<file path="src/rtl/mc_ctrl.sv">
// mc_ctrl: multi-cycle MIPS-subset controller (addu, subu, ori, lui, lw, sw, beq, j).
// The state register is the only storage; every control output is decoded
// combinationally from the current state plus the op/funct/Zero inputs.
module mc_ctrl (
    input  logic       clk,
    input  logic       rst,
    input  logic [5:0] op,
    input  logic [5:0] funct,
    input  logic       Zero,
    output logic       PCWr,
    output logic [1:0] NPCOp,
    output logic       IRWr,
    output logic       RFWr,
    output logic       DMWr,
    output logic [1:0] RegDst,
    output logic       WDSel,
    output logic       ALUSrc,
    output logic [1:0] ExtOp,
    output logic [2:0] ALUctr,
    output logic       illegal,
    output logic [3:0] state
);

    typedef enum logic [3:0] {
        FETCH = 4'd0,
        DCD   = 4'd1,
        MA    = 4'd2,
        MR    = 4'd3,
        MW    = 4'd4,
        MWB   = 4'd5,
        EXE   = 4'd6,
        AWB   = 4'd7,
        BR    = 4'd8,
        JMP   = 4'd9
    } state_t;

    localparam logic [5:0] OP_RTYPE  = 6'b000000;
    localparam logic [5:0] OP_ORI    = 6'b001101;
    localparam logic [5:0] OP_LUI    = 6'b001111;
    localparam logic [5:0] OP_LW     = 6'b100011;
    localparam logic [5:0] OP_SW     = 6'b101011;
    localparam logic [5:0] OP_BEQ    = 6'b000100;
    localparam logic [5:0] OP_J      = 6'b000010;
    localparam logic [5:0] FN_ADDU   = 6'b100001;
    localparam logic [5:0] FN_SUBU   = 6'b100011;

    state_t state_q;
    state_t state_d;

    logic is_addu;
    logic is_subu;
    logic is_ori;
    logic is_lui;
    logic is_lw;
    logic is_sw;
    logic is_beq;
    logic is_j;
    logic is_rtype;
    logic is_alu;

    logic [2:0] exe_aluctr;
    logic       exe_alusrc;

    // Instruction decode from the IR fields, which stay stable after FETCH.
    always_comb begin
        is_addu  = (op == OP_RTYPE) && (funct == FN_ADDU);
        is_subu  = (op == OP_RTYPE) && (funct == FN_SUBU);
        is_ori   = (op == OP_ORI);
        is_lui   = (op == OP_LUI);
        is_lw    = (op == OP_LW);
        is_sw    = (op == OP_SW);
        is_beq   = (op == OP_BEQ);
        is_j     = (op == OP_J);
        is_rtype = is_addu || is_subu;
        is_alu   = is_rtype || is_ori || is_lui;
    end

    // ALU setup shared by EXE and AWB so the result stays valid through write-back.
    always_comb begin
        exe_aluctr = 3'b000;
        exe_alusrc = 1'b0;
        if (is_subu) begin
            exe_aluctr = 3'b001;
        end else if (is_ori) begin
            exe_aluctr = 3'b010;
            exe_alusrc = 1'b1;
        end else if (is_lui) begin
            exe_aluctr = 3'b011;
            exe_alusrc = 1'b1;
        end
    end

    // Next-state selection; unused codes and anything unexpected fall back to FETCH.
    always_comb begin
        state_d = FETCH;
        case (state_q)
            FETCH: state_d = DCD;
            DCD: begin
                if (is_lw || is_sw) begin
                    state_d = MA;
                end else if (is_alu) begin
                    state_d = EXE;
                end else if (is_beq) begin
                    state_d = BR;
                end else if (is_j) begin
                    state_d = JMP;
                end else begin
                    state_d = FETCH;
                end
            end
            MA: begin
                if (is_lw) begin
                    state_d = MR;
                end else if (is_sw) begin
                    state_d = MW;
                end else begin
                    state_d = FETCH;
                end
            end
            MR:      state_d = MWB;
            MWB:     state_d = FETCH;
            MW:      state_d = FETCH;
            EXE:     state_d = AWB;
            AWB:     state_d = FETCH;
            BR:      state_d = FETCH;
            JMP:     state_d = FETCH;
            default: state_d = FETCH;
        endcase
    end

    // Control outputs per state; write enables are masked while reset is held
    // so an aborted lw/sw can never write the register file or memory.
    always_comb begin
        PCWr    = 1'b0;
        NPCOp   = 2'b00;
        IRWr    = 1'b0;
        RFWr    = 1'b0;
        DMWr    = 1'b0;
        RegDst  = 2'b00;
        WDSel   = 1'b0;
        ALUSrc  = 1'b0;
        ExtOp   = 2'b00;
        ALUctr  = 3'b000;
        illegal = 1'b0;
        case (state_q)
            FETCH: begin
                IRWr = 1'b1;
                PCWr = 1'b1;
            end
            DCD: begin
                illegal = !(is_lw || is_sw || is_alu || is_beq || is_j);
            end
            MA: begin
                ALUSrc = 1'b1;
                ExtOp  = 2'b01;
            end
            MW: begin
                ALUSrc = 1'b1;
                ExtOp  = 2'b01;
                DMWr   = 1'b1;
            end
            MWB: begin
                RFWr  = 1'b1;
                WDSel = 1'b1;
            end
            EXE: begin
                ALUctr = exe_aluctr;
                ALUSrc = exe_alusrc;
            end
            AWB: begin
                ALUctr = exe_aluctr;
                ALUSrc = exe_alusrc;
                RFWr   = 1'b1;
                RegDst = is_rtype ? 2'b01 : 2'b00;
            end
            BR: begin
                ALUctr = 3'b001;
                NPCOp  = 2'b01;
                PCWr   = Zero;
            end
            JMP: begin
                PCWr  = 1'b1;
                NPCOp = 2'b10;
            end
            default: begin
            end
        endcase
        if (rst) begin
            PCWr    = 1'b0;
            IRWr    = 1'b0;
            RFWr    = 1'b0;
            DMWr    = 1'b0;
            illegal = 1'b0;
        end
    end

    // State register; reset returns to FETCH without waiting for a clock edge.
    always_ff @(posedge clk or posedge rst) begin
        if (rst) begin
            state_q <= FETCH;
        end else begin
            state_q <= state_d;
        end
    end

    assign state = state_q;

endmodule

</file>
<file path="config.mk">
export PLATFORM = sky130hd
export DESIGN_NAME = mc_ctrl
export DESIGN_NICKNAME = d
export VERILOG_FILES = /design/src/rtl/mc_ctrl.sv
export SDC_FILE = /design/constraint.sdc
export NUM_CORES = 1
export LEC_CHECK = 0
export BUFFER_PORTS_ARGS = -buffer_cell sky130_fd_sc_hd__buf_4
export CORE_AREA = 2 2 39 41
export DETAILED_ROUTE_END_ITERATION = 6
export DIE_AREA = 0 0 41 43
export PLACE_DENSITY = 0.72
export RECOVER_POWER = 100
export SLEW_MARGIN = 20
export SYNTH_ARGS = -nofsm -noshare
export SYNTH_HDL_FRONTEND = slang
export SYNTH_SLANG_ARGS = --single-unit
export TNS_END_PERCENT = 10
</file>
<file path="constraint.sdc">
create_clock -name clk -period 1.75 [get_ports clk]
set_input_delay 0.0875 -clock clk [delete_from_list [all_inputs] [get_ports clk]]
set_output_delay 0.0875 -clock clk [all_outputs]
set_load 0.02 [all_outputs]
</file>
==> tab_implementation.tex, run 1 <==
\begin{tabular}{lr}
\hline
Metric & Value \\
\hline
\multicolumn{2}{l}{\textbf{Outcome}} \\
Result of the run & finished, final reports clean \\
\multicolumn{2}{l}{\textbf{Worst setup path}} \\
Maximum fanout count along the critical path & 10 \\
Kind of launch point of the worst setup path & register \\
Register-to-register setup slack & 0.53 ns \\
Classification of the worst setup path & register to primary output \\
Cell family with the largest share of critical-path delay & simple AND/OR/NAND/NOR gates \\
Total buffers and inverters traversed by the critical path & 1 \\
Required time of the worst setup path & 1.66 ns \\
Arrival time reported for the critical path endpoint & 1.56 ns \\
Worst path cell trace & or3\_1 > nor2\_1 > and3\_1 > buf\_4 \\
Critical path endpoint category & primary output \\
Largest stage delay, worst path & 0.48 ns \\
CP max stage cell & dfrtp\_1 \\
\multicolumn{2}{l}{\textbf{Clock network}} \\
Insertion delay of the later-clocked pin in the worst-skew pair & 0.23 ns \\
Clock tree root driver cell & clkbuf\_4 \\
CTS tree & yes \\
Clock buffer count from CTS & 3 \\
Clock net sink count & 4 \\
Reg clk slew, reported paths & 0.04 ns \\
Maximum buffer depth of the clock tree & 2 \\
Total number of H-tree levels & 1 \\
\multicolumn{2}{l}{\textbf{Place}} \\
Post-detail-place hpwl & 1050 um \\
GP Congestion & 0.814 \\
Count of input and output buffers & 31 \\
\multicolumn{2}{l}{\textbf{Timing}} \\
Max Slew Vio Count & 0 \\
Maximum frequency from static timing analysis & 0.608 GHz \\
Fin Setup TNS & 0 ns \\
RSZ-0062 raised after global routing & false \\
Final number of setup-violating endpoints & 0 \\
Final critical-path required period & 1.64 ns \\
Ratio of final minimum period to clock period & 94.0\% \\
Worst setup skew after layout & 0.000826 ns \\
Hold Fails Final Rpt & 0 \\
\multicolumn{2}{l}{\textbf{Drt}} \\
Number of DRC markers in iteration 0 & 5 \\
DR pass1 iterations & 4 \\
Wire length reported by the detailed router & 1290 um \\
Via-per-instance ratio & 4.92 \\
Average wire per standard cell & 11.3 um \\
Count of vias placed by the detailed router & 561 \\
Post-detailed-route DRC marker count & 0 \\
Routed Antenna Nets & 0 \\
\multicolumn{2}{l}{\textbf{Yosys}} \\
Post-synthesis sequential area ratio & 21.1\% \\
Share of flip-flops with an asynchronous set or reset after synthesis & 100\% \\
Most instantiated flip-flop cell in the synthesis netlist & dfrtp\_1 \\
Number of register bits inferred by synthesis & 4 \\
Post-Synthesis Cells & 65 \\
Netlist area before placement & 474 um\^{}2 \\
Top-area cell type share of the netlist area & 21.1\% \\
Cell type with the largest total area after synthesis & dfrtp\_1 \\
Leading cell types by total area after synthesis & dfrtp\_1 21\%, nor3\_1 8.4\%, buf\_4 6.3\%, nor2\_1 5.5\%, a31oi\_1 5.3\% \\
Syn Area/Cell & 7.30 um\^{}2 \\
Count of flip-flops with a built-in enable after synthesis & 0 \\
Library cells used by synthesis & 30 \\
Yosys warning count & 0 \\
\multicolumn{2}{l}{\textbf{Layout}} \\
Post-route core utilization & 50.1\% \\
Antenna diode instance count & 0 \\
Number of flip-flops under the largest register name & 4 \\
Area growth syn-to-layout & 46.2\% \\
Number of nets in the finished design & 115 \\
Ratio of cells with drive above 1 in the final layout & 30.6\% \\
\multicolumn{2}{l}{\textbf{Power}} \\
Pwr Density & 813 nW/um\^{}2 \\
Net switching power & 245 uW \\
Leakage dissipation & 0.322 nW \\
Share of power burned in the clock network & 19.4\% \\
Switching power share of the total & 43.5\% \\
Combinational share of power & 54.2\% \\
Internal power & 319 uW \\
Max VDD drop & 0.000360 V \\
Power share of the sequential group & 26.4\% \\
\multicolumn{2}{l}{\textbf{Global routing}} \\
Initial antenna violation count & 0 \\
Congestion Overflow GR & 0 \\
Largest net degree at the start of global routing & 12 \\
Vias in the first global route & 429 \\
Global-route total usage across every layer & 15.1\% \\
Wire length of the first global-routing pass & 1840 um \\
\multicolumn{2}{l}{\textbf{Floorplanning}} \\
Die Height & 43 um \\
Chip Width & 41 um \\
Overall die area & 1760 um\^{}2 \\
Core area & 1380 um\^{}2 \\
Standard-cell rows & 14 \\
Effective utilization at floorplan & 34.3\% \\
Number of top-level design ports & 35 \\
\multicolumn{2}{l}{\textbf{Run}} \\
Count of max-cap constraint violations & 0 \\
\multicolumn{2}{l}{\textbf{Hold path}} \\
Hold WC Path Type & primary input to register \\
\hline
\end{tabular}
[power groups by stage]
stage | Clock [mW] | Combinational (mW) | Sequential, mW
after floorplan | 0 | 0.192 | 0.156
after global placement | 0 | 0.314 | 0.144
after detailed placement | 0 | 0.320 | 0.147
after CTS | 0.112 | 0.322 | 0.144
after global routing | 0.122 | 0.338 | 0.153
final | 0.109 | 0.306 | 0.149
[placed cells by master, fill, tap and decap left out, types with 2 or more instances in the layout]
cell type and n:
nor3b_1 2, and3_1 2, dfrtp_2 2, inv_1 6, buf_4 21, dfrtp_1 2, nor3_1 8, clkbuf_1 12
conb_1 3, nand2_1 3, nor2_1 7, nand3_1 3, clkbuf_4 3, nand2b_1 3, a31oi_1 4
[cells in the mapped netlist (2+ instances only)]
master and number:
buf_4 4, nor2_1 7, nor3_1 8, nand3_1 3
nand2_1 3, a31oi_1 4, and3_1 2, nor3b_1 2
dfrtp_1 4, inv_1 6, nand2b_1 3
[layout make-up]
| type | instances | area (um^2) |
|---|---|---|
| Clock buffer | 3 | 22.5 |
| Fill cell | 156 | 691 |
| Inverter | 6 | 22.5 |
| Multi-Input combinational cell | 51 | 313 |
| Sequential cell | 4 | 103 |
| Tap cell | 16 | 20.0 |
| Timing Repair Buffer | 34 | 213 |
[through the flow]
step	setup slack, ns	area [um^2]	power [mW]	hold slack, ns	cells
after detailed placement	0.276	696	0.466	0.0142	109
after global placement	0.271	696	0.458	0.0176	109
after CTS	0.0235	728	0.578	0.150	113
final	0.105	693	0.564	0.145	114
after floorplan	0.139	482	0.348	-0.138	67
after global routing	0.0109	693	0.612	0.167	114
[cells by family after synthesis]
logic type	synth area share, %
other	0.791
AO/OA/AOI/OAI	12.7
flip-flops	21.1
buffers and inverters	14.5
XOR/XNOR	3.69
AND/OR/NAND/NOR	47.2
[tightest hold or removal path: cells and delay by family]
kind / cells / cell delay [ns]
simple gates: 3 / 0.14
buf+inv: 1 / 0.10
[routing by layer]
metal	wire length [um]	part of all wire [%]	global-route usage, %	vias up
met2	620	48	23.4	23
li1	-	-	-	291
met4	0	0	6.00	0
met3	116	9.0	3.14	0
met1	552	43	19.6	247
met5	0	0	0	-
[worst paths after layout]
check,from,to,cells after the start
setup / recovery,state[2],illegal,4
min in group asynchronous,rst,state[1],3
max in group asynchronous,rst,state[0],3
hold reg to reg,state[3],state[2],1
hold / removal,op[0],state[3],4
setup reg to reg,state[0],state[0],4
[what timing repair did]
action / 4_1_cts / 5_1_grt
endpoints found under the setup margin: 0 / 2
resized for setup: 0 / 2
setup buffers: 0 / 1
endpoints found under the hold margin: 4 / 0
hold buffers: 1 / 0
(Power assumes the default switching activity.)
==> inputs of run 2 (changes only) <==
Settings changed: CORE_AREA 2 2 39 41 to not set, CORE_MARGIN set to 2, CORE_UTILIZATION set to 33, DIE_AREA 0 0 41 43 to not set, PLACE_DENSITY 0.72 to 0.68.
==> run 2 against run 1 <==
Effect of this change:
- sequential share of layout area increased by 0.13 points
- die area decreased by 0.40%
- cell count decreased by 0.88%
- final area increased by 0.36%
- setup slack got worse by 0.019 ns
- utilization increased by 2.7 points
- highest routed layer unchanged
==> tab_implementation.tex, run 2 (synthesis results as in run 1) <==
\begin{tabular}{lr}
\hline
Metric & Value \\
\hline
\multicolumn{2}{l}{\textbf{Place}} \\
Placed instance area & 694 um\^{}2 (-0.18\%) \\
Post-detail-place hpwl & 1050 um (+0.24\%) \\
Pre-CTS setup slack & 0.263 ns (-0.0122 ns) \\
Count of input and output buffers & 31 (unchanged) \\
GP Congestion & 0.729 (-10\%) \\
Placed Cells & 108 (-0.92\%) \\
\multicolumn{2}{l}{\textbf{Worst setup path}} \\
Worst path cell trace & nand2b\_1 > nor2\_1 > and2\_0 > or2\_2 > buf\_4 \\
Largest stage delay, worst path & 0.45 ns (-0.03 ns) \\
Crit path capture & ALUSrc \\
Critical path startpoint & state[3] \\
Cell family with the largest share of critical-path delay & simple AND/OR/NAND/NOR gates \\
Total buffers and inverters traversed by the critical path & 1 (unchanged) \\
Classification of the worst setup path & register to primary output \\
Stages on the worst setup path & 5 (+1) \\
Arrival time reported for the critical path endpoint & 1.58 ns (+0.02 ns) \\
Reg-to-reg critical path startpoint & state[0] \\
Required time of the worst setup path & 1.66 ns (about the same) \\
CP max stage cell & dfrtp\_2 \\
Capture point of the worst reg-to-reg path & state[0] \\
Critical path endpoint category & primary output \\
Maximum fanout count along the critical path & 11 (+1) \\
Reg2reg path depth & 4 (unchanged) \\
Register-to-register setup slack & 0.51 ns (-0.02 ns) \\
Kind of launch point of the worst setup path & register \\
\multicolumn{2}{l}{\textbf{Floorplanning}} \\
Chip Width & 41.9 um (+2.2\%) \\
Standard-cell rows & 13 (-1) \\
Effective utilization at floorplan & 36.0\% (+1.7 points) \\
Number of top-level design ports & 35 (unchanged) \\
Core area & 1320 um\^{}2 (-4.8\%) \\
Overall die area & 1760 um\^{}2 (-0.40\%) \\
Die Height & 41.9 um (-2.5\%) \\
\multicolumn{2}{l}{\textbf{Global routing}} \\
Wire length of the first global-routing pass & 2130 um (+15\%) \\
Initial antenna violation count & 0 (unchanged) \\
Largest net degree at the start of global routing & 12 (unchanged) \\
Congestion Overflow GR & 0 (unchanged) \\
Global-route total usage across every layer & 15.2\% (+0.034 points) \\
Vias in the first global route & 532 (+24\%) \\
\multicolumn{2}{l}{\textbf{Run}} \\
Count of max-cap constraint violations & 0 (unchanged) \\
\multicolumn{2}{l}{\textbf{Layout}} \\
Most common cell after layout, fill and taps aside & buf\_4 \\
Count of placed standard cells in the final layout, fillers left out & 113 (-0.88\%) \\
Area growth syn-to-layout & 46.7\% \\
Ratio of cells with drive above 1 in the final layout & 33.7\% (+3.1 points) \\
Post-route core utilization & 52.8\% (+2.7 points) \\
Number of flip-flops under the largest register name & 4 (unchanged) \\
Post-route design area & 696 um\^{}2 (+0.36\%) \\
Commonest cells after routing, fill and taps aside & 21 x buf\_4, 10 x clkbuf\_1, 8 x nor3\_1 \\
Antenna diode instance count & 0 (unchanged) \\
Number of nets in the finished design & 115 (unchanged) \\
Fill count & 143 (-8.3\%) \\
\multicolumn{2}{l}{\textbf{Timing}} \\
Maximum frequency from static timing analysis & 0.601 GHz (-1.2\%) \\
Final critical-path required period & 1.66 ns (+0.0192 ns) \\
Final number of setup-violating endpoints & 0 (unchanged) \\
Fin Setup TNS & 0 ns (unchanged) \\
Ratio of final minimum period to clock period & 95.1\% (+1.1 points) \\
Final worst slack & 0.0861 ns (-0.0192 ns) \\
Hold Fails Final Rpt & 0 (unchanged) \\
Worst-case hold slack & 0.143 ns (-0.00262 ns) \\
Max Slew Vio Count & 0 (unchanged) \\
RSZ-0062 raised after global routing & false \\
Worst setup skew after layout & 0.000496 ns (-0.000331 ns) \\
\multicolumn{2}{l}{\textbf{Drt}} \\
Routed Antenna Nets & 0 (unchanged) \\
Average wire per standard cell & 11.6 um (+2.8\%) \\
Count of vias placed by the detailed router & 579 (+3.2\%) \\
Wire length reported by the detailed router & 1310 um (+1.9\%) \\
DR pass1 iterations & 3 (-1) \\
Number of DRC markers in iteration 0 & 5 (unchanged) \\
Via-per-instance ratio & 5.12 (+4.1\%) \\
Post-detailed-route DRC marker count & 0 (unchanged) \\
\multicolumn{2}{l}{\textbf{Power}} \\
Leakage dissipation & 0.327 nW (+1.6\%) \\
Max VDD drop & 0.000320 V (-11\%) \\
Pwr Density & 810 nW/um\^{}2 (-0.36\%) \\
Total Power Consumption & 564 uW (about the same) \\
\multicolumn{2}{l}{\textbf{Hold path}} \\
Number of stages on the worst hold path & 4 (unchanged) \\
Hold WC Path Type & primary input to register \\
\multicolumn{2}{l}{\textbf{Clock network}} \\
Clock buffer count from CTS & 3 (unchanged) \\
Reg clk slew, reported paths & 0.03 ns (about the same) \\
Maximum buffer depth of the clock tree & 2 (unchanged) \\
Clock tree root driver cell & clkbuf\_4 \\
Insertion delay of the later-clocked pin in the worst-skew pair & 0.23 ns (about the same) \\
CTS tree & yes \\
Clock net sink count & 4 (unchanged) \\
Total number of H-tree levels & 1 (unchanged) \\
\multicolumn{2}{l}{\textbf{Outcome}} \\
Result of the run & finished, final reports clean \\
\hline
\end{tabular}
[run 2: changes by cell type in the layout (fill, tap and decap cells not counted)]
cell      delta
dfrtp_1      -1
dfrtp_2      +1
clkbuf_2     +2
clkbuf_1     -2
[run 2: worst min-delay path by stage]
stage,startpoint,endpoint,slack (ns)
after CTS,op[0],state[3],0.14
after global routing,op[0],state[3],0.15
after floorplan,rst,state[0],-0.14
final,op[0],state[3],0.14
after global placement,rst,state[2],0.03
after detailed placement,rst,state[3],0.02
[run 2: area by class of cell]
cell class | count | area [um^2] | share of cell area [%]
clock buffer | 3 | 22.5 | 3.24
inverter | 6 | 22.5 | 3.24
multi-input combinational | 51 | 313 | 45.0
sequential | 4 | 104 | 14.9
tap | 15 | 18.8 | 2.70
timing repair buffer | 34 | 215 | 30.9
[run 2: per-layer routing]
| layer | global-route usage, % | vias up | wire (um) |
|---|---|---|---|
| met5 | 0 | - | 0 |
| met4 | 5.81 | 0 | 0 |
| met2 | 26.3 | 26 | 636 |
| met3 | 3.48 | 0 | 118 |
| met1 | 17.9 | 259 | 558 |
| li1 | - | 294 | - |
[run 2: timing repair]
item                       4_1_cts  5_1_grt
hold endpoints to repair         4        0
hold buffers                     1        0
setup endpoints to repair        0        2
gates resized for setup          0        3
buffers inserted                 0        1
[run 2: where the power goes]
group / switching [mW] / internal [mW] / total, mW
logic: 0.175 / 0.131 / 0.306
clock network: 0.0313 / 0.0763 / 0.108
registers: 0.0389 / 0.111 / 0.150
total: 0.246 / 0.318 / 0.564
[run 2: worst min-delay path, cell delays in order]
cell and delay [ns]:
buf_4 0.11, nor4_4 0.04, nand2_1 0.06, nor2_1 0.04
